### config.mk
export PLATFORM = sky130hd
export DESIGN_NAME = icache_ctrl_flat
export DESIGN_NICKNAME = d
export VERILOG_FILES = /design/src/rtl/icache_pkg.sv /design/src/rtl/icache_if.sv /design/src/rtl/icache_array.sv /design/src/rtl/icache_ctrl.sv /design/src/flat_wrapper.sv
export SDC_FILE = /design/constraint.sdc
export NUM_CORES = 2
export LEC_CHECK = 0
export BUFFER_PORTS_ARGS = -buffer_cell sky130_fd_sc_hd__buf_2
export CORE_UTILIZATION = 47
export CTS_BUF_LIST = sky130_fd_sc_hd__clkbuf_16
export DETAILED_ROUTE_END_ITERATION = 8
export GPL_TIMING_DRIVEN = 0
export PLACE_DENSITY_LB_ADDON = 0.08
export RECOVER_POWER = 25
export SLEW_MARGIN = 15
export SYNTH_ARGS = -nofsm -noshare
export SYNTH_HDL_FRONTEND = slang
export SYNTH_SLANG_ARGS = --single-unit
### constraint.sdc
create_clock -name clk -period 9.8 [get_ports clk]
set_input_delay 0.49 -clock clk [delete_from_list [all_inputs] [get_ports clk]]
set_output_delay 0.49 -clock clk [all_outputs]
set_load 0.01 [all_outputs]
### src/rtl/icache_pkg.sv
// rtl/icache_pkg.sv - shared constants, FSM encoding and field helpers for the instruction cache
package icache_pkg;

    localparam int ADDR_W         = 16;
    localparam int DATA_W         = 16;
    localparam int WORDS_PER_LINE = 4;
    localparam int OFFSET_BITS    = 2;
    localparam int OFFSET_LSB     = 1;
    localparam int INDEX_LSB      = OFFSET_LSB + OFFSET_BITS;
    localparam int DEF_INDEX_BITS = 4;

    typedef enum logic [1:0] {
        S_IDLE  = 2'd0,
        S_FILL  = 2'd1,
        S_WRITE = 2'd2,
        S_DONE  = 2'd3
    } state_e;

    // Tag occupies everything above the index field.
    function automatic int tag_bits(input int index_bits);
        return ADDR_W - INDEX_LSB - index_bits;
    endfunction

    function automatic int tag_lsb(input int index_bits);
        return INDEX_LSB + index_bits;
    endfunction

endpackage

### src/rtl/icache_if.sv
// rtl/icache_if.sv - requester and backing-memory signal bundle of the cache
interface icache_if;
    import icache_pkg::*;

    logic [ADDR_W-1:0] Addr;
    logic [DATA_W-1:0] DataIn;
    logic              Rd;
    logic              Wr;
    logic              createdump;
    logic [DATA_W-1:0] DataOut;
    logic              Done;
    logic              Stall;
    logic              CacheHit;
    logic              err;

    logic              mem_req;
    logic              mem_we;
    logic [ADDR_W-1:0] mem_addr;
    logic [DATA_W-1:0] mem_wdata;
    logic              mem_ack;
    logic [DATA_W-1:0] mem_rdata;

    // master: the requester side plus the backing memory responder
    modport master (
        output Addr, DataIn, Rd, Wr, createdump,
        input  DataOut, Done, Stall, CacheHit, err,
        input  mem_req, mem_we, mem_addr, mem_wdata,
        output mem_ack, mem_rdata
    );

    // slave: the cache controller
    modport slave (
        input  Addr, DataIn, Rd, Wr, createdump,
        output DataOut, Done, Stall, CacheHit, err,
        output mem_req, mem_we, mem_addr, mem_wdata,
        input  mem_ack, mem_rdata
    );

endinterface

### src/rtl/icache_array.sv
// rtl/icache_array.sv - valid, tag and data storage for the direct-mapped cache
module icache_array
    import icache_pkg::*;
#(
    parameter int  INDEX_BITS = DEF_INDEX_BITS,
    localparam int TAG_W      = tag_bits(INDEX_BITS),
    localparam int LINES      = 1 << INDEX_BITS
) (
    input  logic                  clk_i,
    input  logic                  rst_ni,
    input  logic [INDEX_BITS-1:0] rd_index_i,
    input  logic [OFFSET_BITS-1:0] rd_offset_i,
    output logic                  rd_valid_o,
    output logic [TAG_W-1:0]      rd_tag_o,
    output logic [DATA_W-1:0]     rd_data_o,
    input  logic                  wr_en_i,
    input  logic [INDEX_BITS-1:0] wr_index_i,
    input  logic [OFFSET_BITS-1:0] wr_offset_i,
    input  logic [DATA_W-1:0]     wr_data_i,
    input  logic [INDEX_BITS-1:0] meta_index_i,
    input  logic                  tag_we_i,
    input  logic [TAG_W-1:0]      tag_i,
    input  logic                  valid_set_i,
    input  logic                  valid_clr_i
);

    logic [LINES-1:0]  valid_q;
    logic [TAG_W-1:0]  tag_q  [LINES];
    logic [DATA_W-1:0] data_q [LINES*WORDS_PER_LINE];

    assign rd_valid_o = valid_q[rd_index_i];
    assign rd_tag_o   = tag_q[rd_index_i];
    assign rd_data_o  = data_q[{rd_index_i, rd_offset_i}];

    // Valid bits: cleared by reset, cleared at miss entry, set when a fill completes.
    always_ff @(posedge clk_i) begin
        if (!rst_ni) begin
            valid_q <= '0;
        end else if (valid_set_i) begin
            valid_q[meta_index_i] <= 1'b1;
        end else if (valid_clr_i) begin
            valid_q[meta_index_i] <= 1'b0;
        end
    end

    // Tag storage, not reset; only meaningful under a set valid bit.
    always_ff @(posedge clk_i) begin
        if (tag_we_i) begin
            tag_q[meta_index_i] <= tag_i;
        end
    end

    // Word storage, not reset.
    always_ff @(posedge clk_i) begin
        if (wr_en_i) begin
            data_q[{wr_index_i, wr_offset_i}] <= wr_data_i;
        end
    end

endmodule

### src/rtl/icache_ctrl.sv
// rtl/icache_ctrl.sv - direct-mapped write-through cache controller with backing req/ack port
module icache_ctrl
    import icache_pkg::*;
#(
    parameter int INDEX_BITS = DEF_INDEX_BITS
) (
    input logic   clk,
    input logic   rst,
    icache_if.slave bus
);

    localparam int TAG_W   = tag_bits(INDEX_BITS);
    localparam int TAG_LSB = tag_lsb(INDEX_BITS);

    state_e                  state_q;
    logic [OFFSET_BITS-1:0]  fill_cnt_q;
    logic [ADDR_W-1:1]       addr_q;
    logic                    hit_q;
    logic                    mem_req_q;
    logic                    mem_we_q;
    logic [ADDR_W-1:0]       mem_addr_q;
    logic [DATA_W-1:0]       mem_wdata_q;

    logic                    req_any, req_bad, req_rd, req_wr;
    logic [INDEX_BITS-1:0]   req_index, cur_index, lat_index;
    logic [OFFSET_BITS-1:0]  req_offset, cur_offset;
    logic [TAG_W-1:0]        req_tag;
    logic                    idle, hit, ack, fill_last;

    logic                    arr_valid;
    logic [TAG_W-1:0]        arr_tag;
    logic [DATA_W-1:0]       arr_data;
    logic                    wr_en, tag_we, valid_set, valid_clr;
    logic [INDEX_BITS-1:0]   wr_index, meta_index;
    logic [OFFSET_BITS-1:0]  wr_offset;
    logic [DATA_W-1:0]       wr_data;

    wire unused_createdump = bus.createdump;

    assign req_any    = bus.Rd | bus.Wr;
    assign req_bad    = (bus.Rd & bus.Wr) | (req_any & bus.Addr[0]);
    assign req_rd     = bus.Rd & ~bus.Wr & ~bus.Addr[0];
    assign req_wr     = bus.Wr & ~bus.Rd & ~bus.Addr[0];
    assign req_index  = bus.Addr[INDEX_LSB +: INDEX_BITS];
    assign req_offset = bus.Addr[OFFSET_LSB +: OFFSET_BITS];
    assign req_tag    = bus.Addr[TAG_LSB +: TAG_W];
    assign lat_index  = addr_q[INDEX_LSB +: INDEX_BITS];

    // The read port follows the live address in IDLE so hits answer in the request cycle;
    // elsewhere it looks at the latched request for the DONE data word.
    assign idle       = (state_q == S_IDLE);
    assign cur_index  = idle ? req_index  : lat_index;
    assign cur_offset = idle ? req_offset : addr_q[OFFSET_LSB +: OFFSET_BITS];
    assign hit        = arr_valid && (arr_tag == req_tag);
    assign ack        = bus.mem_ack & mem_req_q;
    assign fill_last  = (fill_cnt_q == 2'd3);

    icache_array #(.INDEX_BITS(INDEX_BITS)) u_array (
        .clk_i        (clk),
        .rst_ni       (rst),
        .rd_index_i   (cur_index),
        .rd_offset_i  (cur_offset),
        .rd_valid_o   (arr_valid),
        .rd_tag_o     (arr_tag),
        .rd_data_o    (arr_data),
        .wr_en_i      (wr_en),
        .wr_index_i   (wr_index),
        .wr_offset_i  (wr_offset),
        .wr_data_i    (wr_data),
        .meta_index_i (meta_index),
        .tag_we_i     (tag_we),
        .tag_i        (req_tag),
        .valid_set_i  (valid_set),
        .valid_clr_i  (valid_clr)
    );

    // Array update controls: miss entry claims the line, write hits update in place, fill acks store words.
    always_comb begin
        wr_en      = 1'b0;
        wr_index   = req_index;
        wr_offset  = req_offset;
        wr_data    = bus.DataIn;
        meta_index = req_index;
        tag_we     = 1'b0;
        valid_set  = 1'b0;
        valid_clr  = 1'b0;
        if (rst) begin
            case (state_q)
                S_IDLE: begin
                    if (req_rd && !hit) begin
                        tag_we    = 1'b1;
                        valid_clr = 1'b1;
                    end
                    if (req_wr && hit) begin
                        wr_en = 1'b1;
                    end
                end
                S_FILL: begin
                    if (ack) begin
                        wr_en      = 1'b1;
                        wr_index   = lat_index;
                        wr_offset  = fill_cnt_q;
                        wr_data    = bus.mem_rdata;
                        meta_index = lat_index;
                        valid_set  = fill_last;
                    end
                end
                default: ;
            endcase
        end
    end

    // Requester responses; hits and errors complete combinationally in IDLE.
    always_comb begin
        bus.Done     = 1'b0;
        bus.Stall    = 1'b0;
        bus.CacheHit = 1'b0;
        bus.err      = 1'b0;
        bus.DataOut  = '0;
        if (rst) begin
            case (state_q)
                S_IDLE: begin
                    if (req_bad) begin
                        bus.Done = 1'b1;
                        bus.err  = 1'b1;
                    end else if (req_rd && hit) begin
                        bus.Done     = 1'b1;
                        bus.CacheHit = 1'b1;
                        bus.DataOut  = arr_data;
                    end else if (req_any) begin
                        bus.Stall = 1'b1;
                    end
                end
                S_FILL, S_WRITE: bus.Stall = 1'b1;
                S_DONE: begin
                    bus.Done     = 1'b1;
                    bus.CacheHit = hit_q;
                    bus.DataOut  = arr_data;
                end
                default: ;
            endcase
        end
    end

    // Controller FSM with request latches, fill counter and registered backing port.
    always_ff @(posedge clk) begin
        if (!rst) begin
            state_q     <= S_IDLE;
            fill_cnt_q  <= '0;
            addr_q      <= '0;
            hit_q       <= 1'b0;
            mem_req_q   <= 1'b0;
            mem_we_q    <= 1'b0;
            mem_addr_q  <= '0;
            mem_wdata_q <= '0;
        end else begin
            case (state_q)
                S_IDLE: begin
                    if (req_rd && !hit) begin
                        addr_q     <= bus.Addr[ADDR_W-1:1];
                        hit_q      <= 1'b0;
                        fill_cnt_q <= '0;
                        mem_req_q  <= 1'b1;
                        mem_we_q   <= 1'b0;
                        mem_addr_q <= {bus.Addr[ADDR_W-1:INDEX_LSB], 3'b000};
                        state_q    <= S_FILL;
                    end else if (req_wr) begin
                        addr_q      <= bus.Addr[ADDR_W-1:1];
                        hit_q       <= hit;
                        mem_req_q   <= 1'b1;
                        mem_we_q    <= 1'b1;
                        mem_addr_q  <= {bus.Addr[ADDR_W-1:1], 1'b0};
                        mem_wdata_q <= bus.DataIn;
                        state_q     <= S_WRITE;
                    end
                end
                S_FILL: begin
                    if (ack) begin
                        if (fill_last) begin
                            mem_req_q <= 1'b0;
                            state_q   <= S_DONE;
                        end else begin
                            fill_cnt_q <= fill_cnt_q + 2'd1;
                            mem_addr_q <= {addr_q[ADDR_W-1:INDEX_LSB], fill_cnt_q + 2'd1, 1'b0};
                        end
                    end
                end
                S_WRITE: begin
                    if (ack) begin
                        mem_req_q <= 1'b0;
                        mem_we_q  <= 1'b0;
                        state_q   <= S_DONE;
                    end
                end
                S_DONE: state_q <= S_IDLE;
                default: state_q <= S_IDLE;
            endcase
        end
    end

    assign bus.mem_req   = mem_req_q;
    assign bus.mem_we    = mem_we_q;
    assign bus.mem_addr  = mem_addr_q;
    assign bus.mem_wdata = mem_wdata_q;

endmodule

### src/flat_wrapper.sv
// flat-port wrapper written by rule: the top's interface ports become plain ports
module icache_ctrl_flat import icache_pkg::*;
#(
    parameter int INDEX_BITS = DEF_INDEX_BITS
)
  (clk, rst, bus_Addr, bus_DataIn, bus_Rd, bus_Wr, bus_createdump, bus_DataOut, bus_Done, bus_Stall, bus_CacheHit, bus_err, bus_mem_req, bus_mem_we, bus_mem_addr, bus_mem_wdata, bus_mem_ack, bus_mem_rdata);
  icache_if bus_i ();
  input logic clk;
  input logic rst;
  input wire logic [$bits(bus_i.Addr)-1:0] bus_Addr;
  input wire logic [$bits(bus_i.DataIn)-1:0] bus_DataIn;
  input wire logic [$bits(bus_i.Rd)-1:0] bus_Rd;
  input wire logic [$bits(bus_i.Wr)-1:0] bus_Wr;
  input wire logic [$bits(bus_i.createdump)-1:0] bus_createdump;
  output wire logic [$bits(bus_i.DataOut)-1:0] bus_DataOut;
  output wire logic [$bits(bus_i.Done)-1:0] bus_Done;
  output wire logic [$bits(bus_i.Stall)-1:0] bus_Stall;
  output wire logic [$bits(bus_i.CacheHit)-1:0] bus_CacheHit;
  output wire logic [$bits(bus_i.err)-1:0] bus_err;
  output wire logic [$bits(bus_i.mem_req)-1:0] bus_mem_req;
  output wire logic [$bits(bus_i.mem_we)-1:0] bus_mem_we;
  output wire logic [$bits(bus_i.mem_addr)-1:0] bus_mem_addr;
  output wire logic [$bits(bus_i.mem_wdata)-1:0] bus_mem_wdata;
  input wire logic [$bits(bus_i.mem_ack)-1:0] bus_mem_ack;
  input wire logic [$bits(bus_i.mem_rdata)-1:0] bus_mem_rdata;
  assign bus_i.Addr = bus_Addr;
  assign bus_i.DataIn = bus_DataIn;
  assign bus_i.Rd = bus_Rd;
  assign bus_i.Wr = bus_Wr;
  assign bus_i.createdump = bus_createdump;
  assign bus_DataOut = bus_i.DataOut;
  assign bus_Done = bus_i.Done;
  assign bus_Stall = bus_i.Stall;
  assign bus_CacheHit = bus_i.CacheHit;
  assign bus_err = bus_i.err;
  assign bus_mem_req = bus_i.mem_req;
  assign bus_mem_we = bus_i.mem_we;
  assign bus_mem_addr = bus_i.mem_addr;
  assign bus_mem_wdata = bus_i.mem_wdata;
  assign bus_i.mem_ack = bus_mem_ack;
  assign bus_i.mem_rdata = bus_mem_rdata;
  icache_ctrl #(.INDEX_BITS(INDEX_BITS)) u_core (.clk(clk), .rst(rst), .bus(bus_i));
endmodule
Word-level counts from Yosys, hierarchy flattened
Memories as Yosys holds them, arrays and structs flattened.
Cells that the tools add are included.
Word-level totals
  flip-flop bits (word level): 70
  input bits: 54
  memories kept: 2
  output and inout bits: 54
  memory bits (writable): 1168
Operators by class
  add/sub/neg operators: 1
  bitwise operators: 16
  eq/ne operators: 11
  order comparisons: 3
  reductions and logical operators: 20
  muxes and demuxes: 77
Memories
  u_core.u_array.data_q: words 64, width 16, rd ports 1, clocked after Yosys merged registers in 0, write ports 1, RTL line icache_array.sv:29  | logic [DATA_W-1:0] data_q [LINES*WORDS_PER_LINE];
  u_core.u_array.tag_q: words 16, width 9, rd ports 1, clocked after Yosys merged registers in 0, write ports 1, RTL line icache_array.sv:28  | logic [TAG_W-1:0] tag_q [LINES];
Operators by type and width (count)
  $mux 16: 12
  $pmux 16 s2: 2
  $mux 1: 35
  $mux 15: 2
  $mux 2: 12
  $and 16x16->16: 1
  $mux 4: 4
  $not 16->16: 1
  $or 16x16->16: 1
  $reduce_and 4->1: 3
  $lt 4x5->1 const B: 2
  $pmux 1 s2: 5
  $eq 9x9->1: 1
  $pmux 2 s4: 1
  $reduce_bool 2->1: 4
  $and 1x1->1: 7
  $eq 2x2->1 const B: 3
  $ne 2x1->1 const B: 3
  $reduce_and 3->1: 2
  $logic_and 1x1->1: 5
  $reduce_and 5->1: 1
  $bmux 1 s4: 1
  $demux 1 s4: 1
  $ge 4x1->1 const B: 1
  other kinds (13): 18

Logic depth before layout (Yosys ltp)
  word-level depth: 12
  mapped depth: 17

By module
Synthesis repeated with hierarchy kept, for this count alone.
Unflattened totals
  cell total of the unflattened synthesis: 2401
  area total of the unflattened synthesis: 48881.9 um2
By module, submodules not included
  icache_array: area an instance 45730.1 um2, instances 1, cells an instance 2044
  icache_ctrl: area an instance 3151.8 um2, instances 1, cells an instance 357

Least setup slack after synthesis
No wires, ideal clock.
  path kind: flip-flop to flip-flop
  start point: register u_core.state_q[0]
  end point: memory u_core.u_array.data_q[12][0], enable pin
  path slack: 4.968 ns
  period minus slack after synthesis: 4.832 ns
  required time: 9.391 ns
  stages on the path, launching flop included: 14
  data arrival time: 4.423 ns
  cell sequence: dfxtp_1 > inv_1 > ha_1 > mux2_4 > buf_6 > mux4_2 > mux2i_1 > mux2i_1 > o2111ai_1 > or3_1 > nor4_4 > a41oi_2 > buf_6 > nor3_1
On the way
  cells in the longest elaborated chain, start to end: 11
  elaborated cells between the ends (all ways): 18
Ends and longest elaborated chain
  from (decl): RTL line icache_ctrl.sv:15  | state_e state_q;
  from (signal assigned): RTL line icache_ctrl.sv:148  | state_q <= S_IDLE;
  from (signal assigned): RTL line icache_ctrl.sv:166  | state_q <= S_FILL;
  from (signal assigned): RTL line icache_ctrl.sv:174  | state_q <= S_WRITE;
  $logic_not 2->1: RTL line icache_ctrl.sv:51, icache_ctrl.sv:88
  $mux 4: RTL line icache_ctrl.sv:52  | assign cur_index = idle ? req_index : lat_index;
  $mem_v2 16x9 or $bmux 1 s4 (tied branches)
  $eq 9x9->1 or $mux 1 (tied branches): RTL line icache_ctrl.sv:54, icache_array.sv:31
  $logic_and 1x1->1: RTL line icache_ctrl.sv:54  | assign hit = arr_valid && (arr_tag == req_tag);
  $logic_and 1x1->1: RTL line icache_ctrl.sv:94  | if (req_wr && hit) begin
  $mux 1: RTL line icache_ctrl.sv:94
  $pmux 1 s2: RTL line icache_ctrl.sv:88  | case (state_q)
  $mux 1: RTL line icache_ctrl.sv:87  | if (rst) begin
  $mux 1: RTL line icache_array.sv:55  | if (wr_en_i) begin
  $mux 1 (implied by the code): RTL line icache_array.sv:56  | data_q[{wr_index_i, wr_offset_i}] <= wr_data_i;
  to (decl): RTL line icache_array.sv:29
Several ways; a longest one is shown, not always the timed one. The select of a mux whose other input is x is not followed.

Final worst setup path
  start point: register u_core.state_q[0]
  end point: output bus_DataOut[15]
On the way
  cells in the longest elaborated chain, start to end: 10
  elaborated cells between the ends (all ways): 15
Ends and longest elaborated chain
  $logic_not 2->1: RTL line icache_ctrl.sv:51, icache_ctrl.sv:121
  $mux 4: RTL line icache_ctrl.sv:52
  $mem_v2 16x9 or $bmux 1 s4 (tied branches)
  $eq 9x9->1 or $mux 1 (tied branches): RTL line icache_ctrl.sv:54, icache_array.sv:31
  $logic_and 1x1->1: RTL line icache_ctrl.sv:54
  $logic_and 1x1->1: RTL line icache_ctrl.sv:126  | end else if (req_rd && hit) begin
  $mux 16: RTL line icache_ctrl.sv:126
  $mux 16: RTL line icache_ctrl.sv:123  | if (req_bad) begin
  $pmux 16 s2 (*): RTL line icache_ctrl.sv:121  | case (state_q)
  $mux 16 (*): RTL line icache_ctrl.sv:120  | if (rst) begin
  to (decl): RTL line flat_wrapper.sv:15  | output wire logic [$bits(bus_i.DataOut)-1:0] bus_DataOut;
Every way passes the cells marked *; elsewhere a longest branch is shown, timed or not. The select of a mux whose other input is x is not followed.

==> flow_summary.ini <==
[outcome]
status = complete, but fails checks
violations = max-capacitance violations, max-slew violations

[timing]
setup_tns_ns = 0
skew_ns = 0.0271
hold_ws_ns = 0.142
max_freq_mhz = 125
setup_viol = 0
drv_slew = 382
fin_crit_sh_pct = 81.8
worst_pin_slew_ns = 3.80
slew_headroom_pct = -153
hold_viol_final = 0
final.min_clock_period_ns = 8.02
grt_setup_unrepaired = no

[run]
drv_cap = 6

[clock_tree]
clk_pin_slew_worst_paths_ns = 0.06
cts.path.max_buffers = 3
cts_buffers = 134
clk_latency_ns = 0.74
cts_tree = built
clkSinkCount = 1237
clockRootBuffer = clkbuf_16
cts_max_level = 4

[global_route]
grt_pass1_vias = 28500
antenna_found_initial = 7
grt_first_pass_wirelength_mm = 198
grt_start_max_net_pins = 65
grt_usage_pct = 25.9
overflow = 0

[finish]
num-fill-cells = 8104
diodes = 0
register_area_um2 = 36500
area_delta_synth_final_pct = 16.8
drive_gt1_share_pct = 23.6
multi_input_area_um2 = 12600
fin_nets = 3208

[synthesis]
synthArstFlopShare_pct = 0
yosysTopAreaCell = edfxtp_1
synth_fp_nets = 2832
avgSynthCellArea_um2 = 17.9
netlist_area_um2 = 49500
ys_ff_latch = 1237
synth_edf_count = 1168
ys_top_cells_by_area = edfxtp_1, mux4_2, nand2_1, dfxtp_1, mux2i_1
ys_types = 72
synth-main-ff-cell = edfxtp_1
yosysWarnings = 0
yosysMostFrequentCell = edfxtp_1
ys_top_cells_by_count = edfxtp_1, nand2_1, mux4_2, clkbuf_1, nand3_1
synth_top_area_share_pct = 70.8
syn_inst = 2771
ys_seq_area_share_pct = 73.6

[worst_hold_path]
hp-class = in -> reg

[routing]
drt_iter0_markers = 3263
drcViolationCount = 0
routedWlPerCell_um = 29.5
totalWireLength_mm = 137
viasPerCell = 6.05
ant_nets = 0
first_pass_iters = 6
num_vias = 28000

[die]
rows = 118
chipWidth_um = 327
fp.dieArea_um2 = 107000
die_height_um = 327
start_util_pct = 47.6
io_pins = 108
coreArea_um2 = 104000

[pwr]
irDropWorstVdd_mv = 0.146
pwr_density_cell_nw_per_um2 = 238
p_leak_nw = 19.1

[placed_design]
portBuffers = 103
gp_congestion = 0.935
hpwlAfterDp_mm = 94.1

[worst_setup_path]
rrSetupSlack_ns = 3.81
cp_max_fo = 10
arrival_ns = 7.53
path_buf_inv = 8
cp_cell_sequence = inv_1 > ha_1 > buf_2 > buf_2 > clkbuf_1 > mux2i_1 > clkbuf_1 > buf_1 > clkbuf_1 > mux4_2 > nand2_1 > nand3_1 > a31oi_1 > a211oi_1 > o211a_1 > buf_2
path_delay_family = buffers and inverters
critPathLaunchType = register
critical-path-max-stage-delay_ns = 0.86
setup.worst_path.class = reg -> out
cp_slowest_cell = clkbuf_1
critical_path_required_ns = 9.31
end_kind = output pin
timing repair:
item / 4_1_cts / 5_1_grt
gates resized for setup: 0 / 0
buffers inserted: 0 / 0
hold buffers: 16 / 0
hold endpoints to repair: 16 / 0
layout by cell type, fill, tap and decap left out, types with 8 or more instances in the layout:
cell type | netlist | final
nand3_1 | 87 | 87
a311o_1 | 30 | 30
nand4_1 | 8 | 8
a311oi_1 | 33 | 32
nor3_1 | 69 | 13
nor3_2 | 8 | 56
inv_1 | 24 | 59
buf_1 | 46 | 43
clkbuf_1 | 105 | 151
dlygate4sd3_1 | 0 | 16
o2111a_1 | 15 | 15
buf_4 | 4 | 70
mux4_2 | 275 | 275
nand2_1 | 412 | 405
o21ai_0 | 41 | 41
a21oi_1 | 52 | 52
clkbuf_16 | 0 | 141
nor2_1 | 36 | 36
and2_1 | 9 | 9
clkinv_1 | 1 | 22
mux2i_1 | 63 | 63
bufinv_16 | 0 | 11
clkinv_2 | 0 | 23
buf_16 | 0 | 8
a211oi_1 | 16 | 16
o211ai_1 | 13 | 13
dfxtp_1 | 69 | 69
and3_1 | 36 | 36
o221ai_1 | 16 | 16
nor3_4 | 0 | 8
buf_2 | 20 | 83
buf_6 | 11 | 48
inv_6 | 0 | 8
edfxtp_1 | 1168 | 1168
layer usage:
metal | vias up | wire length (um) | global-route usage [%]
li1 | 11900 | - | -
met1 | 14700 | 58000 | 36.8
met2 | 1196 | 64700 | 41.2
met3 | 215 | 10100 | 4.37
met4 | 4 | 4020 | 8.37
met5 | - | 15 | 0
registers in the layout, summed over array words and instances (netlist names), named ones only:
name / flops
u_core.hit_q: 1
u_core.u_array.tag_q: 144
u_core.bus.mem_req: 1
u_core.bus.mem_wdata: 16
u_core.state_q: 2
u_core.addr_q: 15
u_core.bus.mem_we: 1
u_core.u_array.data_q: 1024
u_core.bus.mem_addr: 15
u_core.fill_cnt_q: 2
worst register-to-register path, stage by stage (launching register included):
cell	delay (ns)
dfxtp_1	0.35
inv_1	0.15
ha_1	0.35
buf_2	0.28
buf_2	0.28
mux2i_1	0.80
nor2_1	0.30
a22oi_1	0.24
nand2_1	0.10
xor2_1	0.20
a2111o_1	0.53
nor4_4	0.40
a41oi_2	0.35
buf_6	0.30
nor3_2	0.73
buf_4	0.34
area by class of cell:
class,count,area share [%]
well taps,1380,2.98
flip-flops and latches,1237,63.0
plain buffers,189,1.45
clock inverters,104,1.36
repair buffers,240,3.21
inverters,25,0.162
multi-input cells,1320,21.7
clock buffers,141,6.10
metrics by stage:
| step | area, um2 | worst slack (ns) | power (mW) | instances | util (%) |
|---|---|---|---|---|---|
| finish | 57900 | 1.78 | 13.8 | 4636 | 55.6 |
| global route | 57900 | 1.64 | 14.2 | 4636 | 55.6 |
| CTS | 58100 | 1.92 | 13.8 | 4636 | 55.8 |
| detailed placement | 53600 | 2.74 | 8.92 | 4375 | 51.5 |
| global placement | 51800 | 2.48 | 8.87 | 4254 | 49.8 |
| floorplan | 49500 | 4.97 | 7.83 | 2771 | - |
worst paths after layout:
path / startpoint / endpoint / cells past startpoint
setup / recovery: u_core.state_q[0] / bus_DataOut[15] / 16
setup reg to reg: u_core.state_q[0] / u_core.u_array.data_q[49][11] / 15
hold reg to reg: u_core.bus.mem_wdata[2] / u_core.bus.mem_wdata[2] / 2
hold / removal: bus_Addr[0] / u_core.bus.mem_we / 2
report_power, final:
part	internal [mW]	switching (mW)	leakage, nW
combinational	1.08	1.86	5.74
clock	2.89	2.04	2.26
sequential	5.85	0.0259	11.1
cells by family after synthesis:
kind of cell	share of synthesized area, %
DFF	73.6
AOI/OAI and AO/OA	4.06
other	0.00757
buffers and inverters	1.88
adders and majority gates	0.177
and+or+nand+nor	6.32
muxes	13.9
xor gates and xnor gates	0.0707
Power figures use the tool's default switching activity.
